$ cat src/rtl/core_pkg.sv
// Shared definitions for the 8085-style core: bus widths and the
// machine-cycle / T-state codes used by core_fetch_seq.
package core_pkg;

  localparam int DEF_DATASIZE = 8;
  localparam int DEF_ADDRSIZE = 16;

  // Codes 13..15 are unused; the sequencer falls back to RESET from them.
  typedef enum logic [3:0] {
    RESET = 4'd0,
    OF_T1 = 4'd1,
    OF_T2 = 4'd2,
    OF_T3 = 4'd3,
    OF_T4 = 4'd4,
    OF_TW = 4'd5,
    MR_T1 = 4'd6,
    MR_T2 = 4'd7,
    MR_T3 = 4'd8,
    MR_TW = 4'd9,
    EX_RR = 4'd10,
    EX_WR = 4'd11,
    HALT  = 4'd12
  } state_t;

endpackage

$ cat src/rtl/core_fetch_seq.sv
// Machine-cycle / T-state sequencer: fetches opcode and optional immediate
// byte, then strobes register read/write in the downstream ALU/register stage.
module core_fetch_seq
  import core_pkg::*;
#(
  parameter int DATASIZE = DEF_DATASIZE,
  parameter int ADDRSIZE = DEF_ADDRSIZE
) (
  input  logic                clk,
  input  logic                rst,
  input  logic                ready,
  input  logic [ADDRSIZE-1:0] pc,
  input  logic                need_imm,
  input  logic                is_halt,
  output logic [ADDRSIZE-1:0] addr,
  output logic                ale,
  output logic                rd_n,
  output logic                enb_c,
  output logic                enb_d,
  output logic                enbrr,
  output logic                enbwr,
  output logic                pc_inc,
  output logic                halted,
  output logic [3:0]          state
);

  // Data bus lives in the downstream stage; the width is carried for a
  // uniform parameter set across the core.
  if (DATASIZE > 0) begin : g_datasize_ok
  end

  state_t              state_reg;
  state_t              state_next;
  logic [ADDRSIZE-1:0] addr_reg;

  // addr captures pc on the edge that enters a T1 and holds until the next T1.
  always_ff @(posedge clk or posedge rst) begin
    if (rst) begin
      state_reg <= RESET;
      addr_reg  <= '0;
    end else begin
      state_reg <= state_next;
      if (state_next == OF_T1 || state_next == MR_T1)
        addr_reg <= pc;
    end
  end

  always_comb begin
    state_next = RESET;
    case (state_reg)
      RESET:        state_next = OF_T1;
      OF_T1:        state_next = OF_T2;
      OF_T2, OF_TW: state_next = ready ? OF_T3 : OF_TW;
      OF_T3:        state_next = OF_T4;
      OF_T4: begin
        if (is_halt)       state_next = HALT;
        else if (need_imm) state_next = MR_T1;
        else               state_next = EX_RR;
      end
      MR_T1:        state_next = MR_T2;
      MR_T2, MR_TW: state_next = ready ? MR_T3 : MR_TW;
      MR_T3:        state_next = EX_RR;
      EX_RR:        state_next = EX_WR;
      EX_WR:        state_next = OF_T1;
      HALT:         state_next = HALT;
      default:      state_next = RESET;
    endcase
  end

  // Moore decode: strobes depend on the state register only.
  always_comb begin
    ale    = 1'b0;
    rd_n   = 1'b1;
    enb_c  = 1'b0;
    enb_d  = 1'b0;
    enbrr  = 1'b0;
    enbwr  = 1'b0;
    pc_inc = 1'b0;
    halted = 1'b0;
    case (state_reg)
      OF_T1, MR_T1:               ale = 1'b1;
      OF_T2, OF_TW, MR_T2, MR_TW: rd_n = 1'b0;
      OF_T3: begin
        rd_n   = 1'b0;
        enb_c  = 1'b1;
        pc_inc = 1'b1;
      end
      MR_T3: begin
        rd_n   = 1'b0;
        enb_d  = 1'b1;
        pc_inc = 1'b1;
      end
      EX_RR: enbrr = 1'b1;
      EX_WR: begin
        enbrr = 1'b1;
        enbwr = 1'b1;
      end
      HALT:    halted = 1'b1;
      default: ;
    endcase
  end

  assign addr  = addr_reg;
  assign state = state_reg;

endmodule

$ cat config.mk
export PLATFORM = sky130hd
export DESIGN_NAME = core_fetch_seq
export DESIGN_NICKNAME = d
export VERILOG_FILES = /design/src/rtl/core_pkg.sv /design/src/rtl/core_fetch_seq.sv
export SDC_FILE = /design/constraint.sdc
export NUM_CORES = 1
export LEC_CHECK = 0
export CAP_MARGIN = 10
export CORE_ASPECT_RATIO = 0.7
export CORE_MARGIN = 2
export CORE_UTILIZATION = 25
export CTS_CLUSTER_DIAMETER = 60
export CTS_CLUSTER_SIZE = 30
export DETAILED_ROUTE_END_ITERATION = 10
export SYNTH_ARGS = -nofsm -noshare
export SYNTH_HDL_FRONTEND = slang
export SYNTH_SLANG_ARGS = --single-unit
$ cat constraint.sdc
create_clock -name clk -period 1.9 [get_ports clk]
set_input_delay 0.38 -clock clk [delete_from_list [all_inputs] [get_ports clk]]
set_output_delay 0.38 -clock clk [all_outputs]
set_load 0.02 [all_outputs]
==> metrics.md <==
| Metric | Value |
|---|---|
| Crit Path Max Fanout | 8 |
| Fin. max-slew vios | 0 |
| Final nets | approximately 180 |
| FF-to-FF path depth | 9 |
| ANT cells | 0 |
| Register area share after synthesis | approximately 47% |
| Vias in the first global route | 950 |
| CTS Buf Count | 3 |
| Sinks on Clock Net | 20 |
| Fmax | between 400 and 500 MHz |
| Die X | just over 80 um |
| Multi-input logic area | 563.0 um^2 |
| Clock Skews | approximately 3.6 ps |
| Final setup fails | 16 |
| WP data required | approximately 2000 ps |
| Area Growth Syn to Fin | 78.36% |
| Violated checks | negative setup slack |
| Cell Pwr Density | ~2100 nW/um^2 |
| P_sw | ~1.5 mW |
| CP arrival | between 2000 and 2500 ps |
| CP Launch Type | flip-flop |
| Clk pwr share | between 6 and 7% |
| TritonCTS clock tree | built |
| Hold crit path type | primary input to asynchronous set/reset pin |
| Peak supply drop | between 900 and 1000 uV |
| Worst relative slew slack | 71.52% |
| Tot Pwr | 4.013 mW |
| Synth top area cells | dfrtp_1, mux2_4, mux2_2, nor2_1, o311ai_4 |
| Initial Util | about a quarter |
| Row count | 19 |
| Max-cap violations | 0 |
| Clock buffer depth | 2 |
| Combinational share of power | 72.2% |
| Final period util | 112.6% |
| Total GRT Usage | 12.02% |
| Vert. Die Dim | ~59 um |
| Port Buf Inserts | 48 |
| Status | finished with violations |
| Syn_area_per_cell | roughly 12 um^2 |
| Syn nets | 110 |
| WS Path Type | flip-flop to flip-flop |
| Setup_tns | -3438 ps |
| Slew @ Worst Pin | roughly 430 ps |
| Unrepaired setup endpoints after global routing | true |
| H-tree lvl count | 1 |
| Final Core Density | a little under half |
| CTS root buffer | clkbuf_8 |
| Die footprint | 4827 um^2 |
| Most frequent cell after synthesis | dfrtp_1 |
| Routability cong. | 0.8204 |
| Share of cells above drive strength 1 | slightly above 40% |
| Top-Level Pins | 49 |
| Hold_buf cts | 0 |
| Yosys top cell area share | a little under half |
| Initial antenna violation count | 0 |
| Clk pin slew, worst setup/hold paths | about 70 ps |
| DRT Pass-1 Iters | 4 |
| Post-synth top cells | dfrtp_1, mux2_4, nor2_1 |
| Total Wirelength | 2.744 mm |
| Fillers | about 370 |
| Clk_lat worst skew | approximately 250 ps |
| HPWL after detailed placement | 2.138 mm |
| Yosys top cell by area | dfrtp_1 |
| Initial DRC count | 85 |
| Leak | between 0.8 and 0.9 nW |
| WL/cell | about 13 um |
| Final Hold Vio Count | 0 |
| Pint | 2.482 mW |
| Max reg flops | 16 |
| Post-synthesis cell type count | 29 |
| Largest net degree at the start of global routing | 14 |
| Cells after synthesis | just under 90 |
| Top_reg_cell synth | dfrtp_1 |
| Core footprint | between 4000 and 5000 um^2 |
| Register Area | a little over 500 um^2 |
| Seq pwr share | between 20% and 30% |
| Vias per inst | ~4.4 |
| DR DRC count | 0 |
| Synth Register Bits | 20 |
| Minimum clock period after layout | around 2100 ps |
| Asr flop ratio synth | between 90% and 100% |
| Total number of vias | ~940 |
| Crit path setup slack, layout | -239.9 ps |
| Sw frac | 38.14% |
| Post-synth EDFFs | 0 |
| GRT overflow | 0 |
| CP endpoint kind | flip-flop |
| First-pass GRT wire length | around 4.5 mm |
| Cell Area, Synth | between 1000 and 1500 um^2 |
| Post-route ant nets | 0 |
| Yosys warning count | 0 |
==> cells in the final DEF, fill, tap and decap left out, types with 2 or more instances in the layout <==
cell / Yosys / final
mux2_4: 10 / 10
nand2b_1: 2 / 2
nor2_1: 7 / 6
clkbuf_8: 0 / 3
nor3_2: 0 / 3
nand2_1: 6 / 5
buf_2: 4 / 2
a21oi_1: 4 / 4
dfrtp_1: 20 / 17
mux2_2: 6 / 6
buf_12: 0 / 2
buf_6: 2 / 4
buf_4: 0 / 21
inv_1: 3 / 3
dlygate4sd2_1: 0 / 6
clkdlybuf4s50_1: 0 / 37
dfrtp_2: 0 / 3
a211o_1: 2 / 2
==> per-layer routing <==
metal,up-vias,global-route usage [%],wire length [um]
li1,458,-,-
met1,462,16.17,1211
met2,14,20.05,1437
met3,4,1.840,61
met4,0,3.571,34
met5,-,0,0
==> power by group through the flow <==
| stage | Clock [mW] | Combinational, mW | Sequential [mW] |
|---|---|---|---|
| global placement | 0 | 2.60 | 0.842 |
| CTS | 0.285 | 2.88 | 0.835 |
| floorplan | 0 | 1.35 | 1.07 |
| finish | 0.274 | 2.90 | 0.841 |
| detailed placement | 0 | 2.64 | 0.851 |
| global route | 0.305 | 3.07 | 0.870 |
==> kinds of logic (layout without fill, tap and decap cells) <==
| kind of cell | after synthesis | in the layout | synth area share, % |
|---|---|---|---|
| simple gates | 26 | 26 | 12.75 |
| compound gates | 15 | 15 | 12.98 |
| xor+xnor | 1 | 1 | 0.8189 |
| buf+inv | 10 | 83 | 5.380 |
| flops | 20 | 20 | 46.78 |
| mux | 17 | 17 | 21.29 |
==> repair_timing <==
item	in CTS	in global routing
endpoints found under the setup margin	24	20
pin swaps	3	2
gates cloned	1	0
buffers inserted	4	2
gates resized for setup	29	11
==> layout make-up <==
| type | instances | share of cell area, % |
|---|---|---|
| Clock buffer | 4 | 2.361 |
| Multi-Input combinational cell | 59 | 29.51 |
| Tap cell | 52 | 3.410 |
| Inverter | 4 | 0.7869 |
| Timing Repair Buffer | 75 | 37.51 |
| Sequential cell | 20 | 26.43 |
==> stage by stage <==
stage               hold slack [ps]  cells  worst slack, ps  instance area, um^2
detailed placement            497.2    203           -500.7                 1765
global route                  485.2    214           -301.9                 1908
CTS                           431.1    212           -200.6                 1876
floorplan                     343.7     89           -188.4                 1097
global placement              494.4    203           -446.7                 1765
finish                        427.4    214           -239.9                 1908
==> worst max-delay path: stages, from the launching register on <==
cell and delay (ps):
dfrtp_1 420, buf_6 140, buf_6 90, nor3_2 30
or4_4 430, o311ai_4 110, and3_4 250, o21bai_4 90
clkbuf_16 180, mux2_4 290
==> worst paths after layout <==
kind,startpoint,to,slack (ps)
max,state[3],addr[3],-240
min,rst,addr[2],430
max reg2reg,state[3],addr[3],-240
min reg2reg,addr[15],addr[15],510
max in group asynchronous,rst,addr[5],980
min in group clk,addr[15],addr[15],510
Power figures use the tool's default switching activity.
